File: src/rtl/comp_pkg.sv
// Shared types and helpers for the carry-save 4:2 accumulator.
package comp_pkg;

  typedef enum logic [1:0] {
    IDLE    = 2'd0,
    ACC     = 2'd1,
    RESOLVE = 2'd2,
    OUT     = 2'd3
  } state_t;

  // Headroom: two bits for the four operands of a beat plus log2 of the beat count.
  function automatic int acc_width(input int w, input int max_beats);
    return w + 2 + $clog2(max_beats);
  endfunction

  function automatic logic [63:0] extend(input logic [63:0] x, input int w, input logic sgn);
    logic [63:0] mask_s;
    logic        msb_s;
    mask_s = (64'd1 << w) - 64'd1;
    msb_s  = ((x >> (w - 1)) & 64'd1) != 64'd0;
    return (sgn && msb_s) ? (x | ~mask_s) : (x & mask_s);
  endfunction

endpackage

File: src/rtl/comp42_row.sv
// One row of N exact 4:2 compressor cells with the lateral cout->cin ripple.
module comp42_row #(
  parameter int N = 12
) (
  input  logic [N-1:0] a,
  input  logic [N-1:0] b,
  input  logic [N-1:0] c,
  input  logic [N-1:0] d,
  output logic [N-1:0] sum,
  output logic [N-1:0] carry
);

  logic [N-1:0] cin_s;
  logic [N-1:0] t_s;

  assign cin_s[0] = 1'b0;
  assign carry[0] = 1'b0;

  for (genvar i = 0; i < N; i++) begin : g_cell
    assign t_s[i] = a[i] ^ b[i] ^ c[i];
    assign sum[i] = t_s[i] ^ d[i] ^ cin_s[i];
    // Top-bit cout and carry fall outside the modulo-2^N window and are dropped.
    if (i < N - 1) begin : g_carry
      assign cin_s[i+1] = (a[i] & b[i]) | (a[i] & c[i]) | (b[i] & c[i]);
      assign carry[i+1] = (t_s[i] & d[i]) | (t_s[i] & cin_s[i]) | (d[i] & cin_s[i]);
    end
  end

endmodule

File: src/rtl/comp42_accumulator.sv
// Packetised four-operand carry-save accumulator with a single final carry-propagate add.
module comp42_accumulator
  import comp_pkg::*;
#(
  parameter  int W         = 8,
  parameter  int MAX_BEATS = 4,
  localparam int ACC_W     = acc_width(W, MAX_BEATS)
) (
  input  logic             clk,
  input  logic             rst_n,
  input  logic             in_valid,
  output logic             in_ready,
  input  logic             in_last,
  input  logic             in_signed,
  input  logic [W-1:0]     in_x1,
  input  logic [W-1:0]     in_x2,
  input  logic [W-1:0]     in_x3,
  input  logic [W-1:0]     in_x4,
  output logic             out_valid,
  input  logic             out_ready,
  output logic [ACC_W-1:0] out_sum,
  output logic             out_ovf
);

  localparam int                CNT_W   = $clog2(MAX_BEATS + 2);
  localparam logic [CNT_W-1:0]  CNT_MAX = CNT_W'(MAX_BEATS);
  localparam logic [CNT_W-1:0]  CNT_SAT = CNT_W'(MAX_BEATS + 1);

  state_t             state_r;
  logic [ACC_W-1:0]   s_r, c_r, out_sum_r;
  logic [CNT_W-1:0]   cnt_r;
  logic               sign_r, in_ready_r, out_valid_r, out_ovf_r;

  logic               sign_sel_s, accept_s;
  logic [ACC_W-1:0]   x1e_s, x2e_s, x3e_s, x4e_s;
  logic [ACC_W-1:0]   s_in_s, c_in_s, sa_s, ca_s, s_nxt_s, c_nxt_s;

  assign accept_s = in_valid & in_ready_r;

  // First beat uses the live sign flag and a cleared accumulator; later beats use the latched state.
  always_comb begin
    sign_sel_s = sign_r;
    s_in_s     = s_r;
    c_in_s     = c_r;
    if (state_r == IDLE) begin
      sign_sel_s = in_signed;
      s_in_s     = {ACC_W{1'b0}};
      c_in_s     = {ACC_W{1'b0}};
    end else begin
      sign_sel_s = sign_r;
      s_in_s     = s_r;
      c_in_s     = c_r;
    end
  end

  assign x1e_s = ACC_W'(extend(64'(in_x1), W, sign_sel_s));
  assign x2e_s = ACC_W'(extend(64'(in_x2), W, sign_sel_s));
  assign x3e_s = ACC_W'(extend(64'(in_x3), W, sign_sel_s));
  assign x4e_s = ACC_W'(extend(64'(in_x4), W, sign_sel_s));

  comp42_row #(.N(ACC_W)) u_row_a (
    .a(x1e_s), .b(x2e_s), .c(x3e_s), .d(x4e_s), .sum(sa_s), .carry(ca_s)
  );

  comp42_row #(.N(ACC_W)) u_row_b (
    .a(sa_s), .b(ca_s), .c(s_in_s), .d(c_in_s), .sum(s_nxt_s), .carry(c_nxt_s)
  );

  // Packet sequencing, accumulation and registered handshake outputs.
  always_ff @(posedge clk) begin
    if (!rst_n) begin
      state_r     <= IDLE;
      s_r         <= {ACC_W{1'b0}};
      c_r         <= {ACC_W{1'b0}};
      out_sum_r   <= {ACC_W{1'b0}};
      cnt_r       <= {CNT_W{1'b0}};
      sign_r      <= 1'b0;
      in_ready_r  <= 1'b0;
      out_valid_r <= 1'b0;
      out_ovf_r   <= 1'b0;
    end else begin
      case (state_r)
        IDLE: begin
          if (accept_s) begin
            sign_r <= in_signed;
            s_r    <= s_nxt_s;
            c_r    <= c_nxt_s;
            cnt_r  <= CNT_W'(1);
            if (in_last) begin
              state_r    <= RESOLVE;
              in_ready_r <= 1'b0;
            end else begin
              state_r    <= ACC;
              in_ready_r <= 1'b1;
            end
          end else begin
            in_ready_r <= 1'b1;
          end
        end
        ACC: begin
          if (accept_s) begin
            s_r <= s_nxt_s;
            c_r <= c_nxt_s;
            if (cnt_r != CNT_SAT) begin
              cnt_r <= cnt_r + CNT_W'(1);
            end
            if (in_last) begin
              state_r    <= RESOLVE;
              in_ready_r <= 1'b0;
            end
          end
        end
        RESOLVE: begin
          out_sum_r   <= s_r + c_r;
          out_ovf_r   <= (cnt_r > CNT_MAX);
          out_valid_r <= 1'b1;
          in_ready_r  <= 1'b0;
          state_r     <= OUT;
        end
        OUT: begin
          if (out_ready) begin
            out_valid_r <= 1'b0;
            s_r         <= {ACC_W{1'b0}};
            c_r         <= {ACC_W{1'b0}};
            cnt_r       <= {CNT_W{1'b0}};
            in_ready_r  <= 1'b1;
            state_r     <= IDLE;
          end
        end
        default: begin
          state_r     <= IDLE;
          in_ready_r  <= 1'b0;
          out_valid_r <= 1'b0;
        end
      endcase
    end
  end

  assign in_ready  = in_ready_r;
  assign out_valid = out_valid_r;
  assign out_sum   = out_sum_r;
  assign out_ovf   = out_ovf_r;

endmodule

File: config.mk
export PLATFORM = sky130hd
export DESIGN_NAME = comp42_accumulator
export DESIGN_NICKNAME = d
export VERILOG_FILES = /design/src/rtl/comp_pkg.sv /design/src/rtl/comp42_row.sv /design/src/rtl/comp42_accumulator.sv
export SDC_FILE = /design/constraint.sdc
export NUM_CORES = 1
export LEC_CHECK = 0
export BUFFER_PORTS_ARGS = -buffer_cell sky130_fd_sc_hd__buf_2
export CORE_AREA = 4 4 94 96
export DETAILED_ROUTE_END_ITERATION = 8
export DIE_AREA = 0 0 98 100
export PLACE_DENSITY = 0.6
export SETUP_SLACK_MARGIN = 0.4
export SYNTH_ARGS = -nofsm -noshare
export SYNTH_HDL_FRONTEND = slang
export SYNTH_SLANG_ARGS = --single-unit
File: constraint.sdc
create_clock -name clk -period 4.7 [get_ports clk]
set_input_delay 0.235 -clock clk [delete_from_list [all_inputs] [get_ports clk]]
set_output_delay 0.235 -clock clk [all_outputs]
set_load 0.02 [all_outputs]
==> reports/metrics.yaml <==
status: "finished, final reports clean"
place_congestion: 0.785
synth_warnings: 0
seqPwrFrac_pct: 30.9
rsz0062_at_grt: "no"
post-synth-top-count-cell: "inv_1"
p_per_area_nw_per_um2: 406
finalCriticalPeriod_ns: 3.68
clkPwrFrac_pct: 15.7
syn_avg_cell_area_um2: 9.24
grt_pass1_vias: 2594
clockBufferDepth: 2
placed_area_um2: 3810
end_kind: "flop"
grt_pass1_wl_um: 12000
cts_resized: 0
fp.dieH_um: 100
yosysTopAreaCellShare_pct: 24.7
cts_setup_buffers: 0
register_area_um2: 861
max_slew_margin_pct: 39.1
synth_xor_xnor_area_share_pct: 1.00
cts.htree.levels: 2
vias: 2614
slowest_delay_ns: 0.61
cts_hold_buf: 0
p_int_uw: 901
multiInputGateArea_um2: 2370
layout-drive-gt1-share_pct: 17.1
wl_um: 6860
dr.pass1.iters: 4
insertion_delay_ns: 0.30
grt_util_all_layers_pct: 14.8
worst_setup_path_start_kind: "flop"
critPathBufInv: 2
synth_compound_area_share_pct: 15.1
yosys.area_share.simple_pct: 20.4
synth_async_sr_flop_share_pct: 0
maxCapViolations: 0
core_area_um2: 8050
area_delta_synth_final_pct: 11.7
switchingPower_uw: 683
tns_ns: 0
p_leak_uw: 0.00172
clkSlewWorstSetupHoldPaths_ns: 0.09
synth_edf_count: 0
setup_viol_count_final: 0
p_sw_share_pct: 43.1
synth_seq_cells: 43
synthCells: 378
crit_fanout: 6
placementRows: 33
filler_cell_count: 832
synth_mux_area_share_pct: 2.08
vias_per_cell: 4.96
antenna_found_initial: 0
cpMostUsedCell: "fa_1"
synth_nets: 475
numCtsBuffers: 5
overflow: 0
critPathTopFamily: "adder cells"
synthTopCellsByCount: "48 x inv_1, 43 x dfxtp_1, 40 x nand2_1, 38 x fa_1, 27 x nor2b_1"
crit_chain: "inv_1 -> ha_1 -> mux2_2 -> nand2_1 -> fa_1 -> fa_1 -> inv_1 -> fa_1 -> fa_1 -> nand3b_1 -> a21boi_1"
port_buffers: 52
fin_area_um2: 3900
cp_data_required_time_ns: 4.93
diodes: 0
clock-sinks: 43
start_util_pct: 43.4
synth_flop_cell: "dfxtp_1"
synth_top_area_cell: "dfxtp_1"
combPwrFrac_pct: 53.4
synth_cell_types: 51
root_buffer: "clkbuf_8"
remaining_drc_errors: 0
clock.fmax_mhz: 272
slew_viol_final: 0
dp_hpwl_um: 5180
synth_top_family_by_area: "adder cells"
dieArea_um2: 9800
syn_area_um2: 3490
drt_iter0_drc: 83
worstMarginPinSlew_ns: 0.913
cts_tree: "done"
cp.arrival_ns: 3.91
path_class: "flop to flop"
ant_nets: 0
synth_seq_area_share_pct: 24.7
min_period_over_period_pct: 78.3
peakVddDrop_uv: 287
finalNetCount: 518
final_core_util_pct: 48.5
finalHoldViolCount: 0
top_level_ports: 53
skew_ns: 0.0111
synth_fa_ha_area_share_pct: 29.3
wl_per_cell_um: 13.0
synth.area.top_cells: "dfxtp_1 25%, fa_1 22%, ha_1 7.5%, inv_1 5.2%, nand3b_1 4.9%"
total_power_uw: 1580
hold_class: "input port to flop"
grt_max_degree: 52
die_w_um: 98
cp_slowest_cell: "fa_1"
## worst register-to-register path: cells and delay by family, from the launching register on
family / cells / cell delay [ns]
compound gates: 1 / 0.16
simple gates: 2 / 0.16
flops: 1 / 0.42
buf+inv: 2 / 0.20
fa+ha+maj: 5 / 2.40
mux: 1 / 0.27
## path summary, 6_finish.rpt
| check | from | to | slack, ns | depth (start not counted) |
|---|---|---|---|---|
| max | state_r[1] | s_r[9] | 1.02 | 11 |
| min | in_signed | sign_r | 0.21 | 3 |
| max reg2reg | state_r[1] | s_r[9] | 1.02 | 11 |
| min reg2reg | s_r[2] | s_r[2] | 0.47 | 2 |
## flip-flops by register name, summed over array words and instances, names as in the netlist
signal and flops:
out_valid 1, out_sum 12, state_r 2, out_ovf 1
s_r 12, sign_r 1, c_r 10, in_ready 1
cnt_r 3
## power by group through the flow
| stage | registers (uW) | clock network, uW | logic [uW] |
|---|---|---|---|
| 5_1_grt | 501 | 271 | 982 |
| 2_1_floorplan | 511 | 0 | 653 |
| 6_report | 490 | 248 | 846 |
| 4_1_cts | 491 | 257 | 868 |
| 3_3_place_gp | 497 | 0 | 843 |
| 3_5_place_dp | 499 | 0 | 864 |
## placed cells by master, fill, tap and decap left out, types with 2 or more instances in the layout
cell type,n
buf_2,52
inv_1,48
dfxtp_1,43
nand2_1,40
fa_1,38
nor2b_1,27
nand3b_1,23
ha_1,21
a21boi_1,19
a21oi_1,14
nor2_1,13
o21ai_0,9
a21o_1,5
nor3_1,5
mux2i_1,5
clkbuf_8,5
nand2b_1,4
nand3_1,4
xnor2_1,3
and2_1,3
a211oi_1,3
o221a_2,2
o41ai_2,2
o21a_1,2
nand4_1,2
o211ai_1,2
nand4b_1,2
clkinvlp_4,2
## final cells by class
cell class / instances / area share (%)
clock buffers: 5 / 1.76
clock inverters: 3 / 0.609
inverters: 48 / 4.62
multi-input cells: 270 / 60.7
flip-flops and latches: 43 / 22.1
well taps: 105 / 3.37
repair buffers: 53 / 6.86
## layer usage
metal | GRT usage [%] | part of all wire, %
met1 | 19.4 | 46
met2 | 25.2 | 49
met3 | 3.27 | 4.1
met4 | 2.88 | 0.86
met5 | 0 | 0
## kinds of logic (layout without fill, tap and decap cells)
| group | after synthesis | after routing |
|---|---|---|
| AND/OR/NAND/NOR | 129 | 129 |
| XOR/XNOR | 4 | 4 |
| flip-flops | 43 | 43 |
| adder cells (fa/ha/maj) | 59 | 59 |
| multiplexers | 7 | 7 |
| AO/OA/AOI/OAI | 71 | 71 |
| buffers and inverters | 65 | 109 |
## through the flow
step	std cells	setup WS (ns)	hold slack, ns
finish	527	1.02	0.210
global route	527	0.748	0.260
CTS	527	0.991	0.206
detailed placement	519	1.01	0.461
global placement	519	1.11	0.455
floorplan	378	1.05	0.401
No activity file was read; power rests on OpenSTA's default activity.
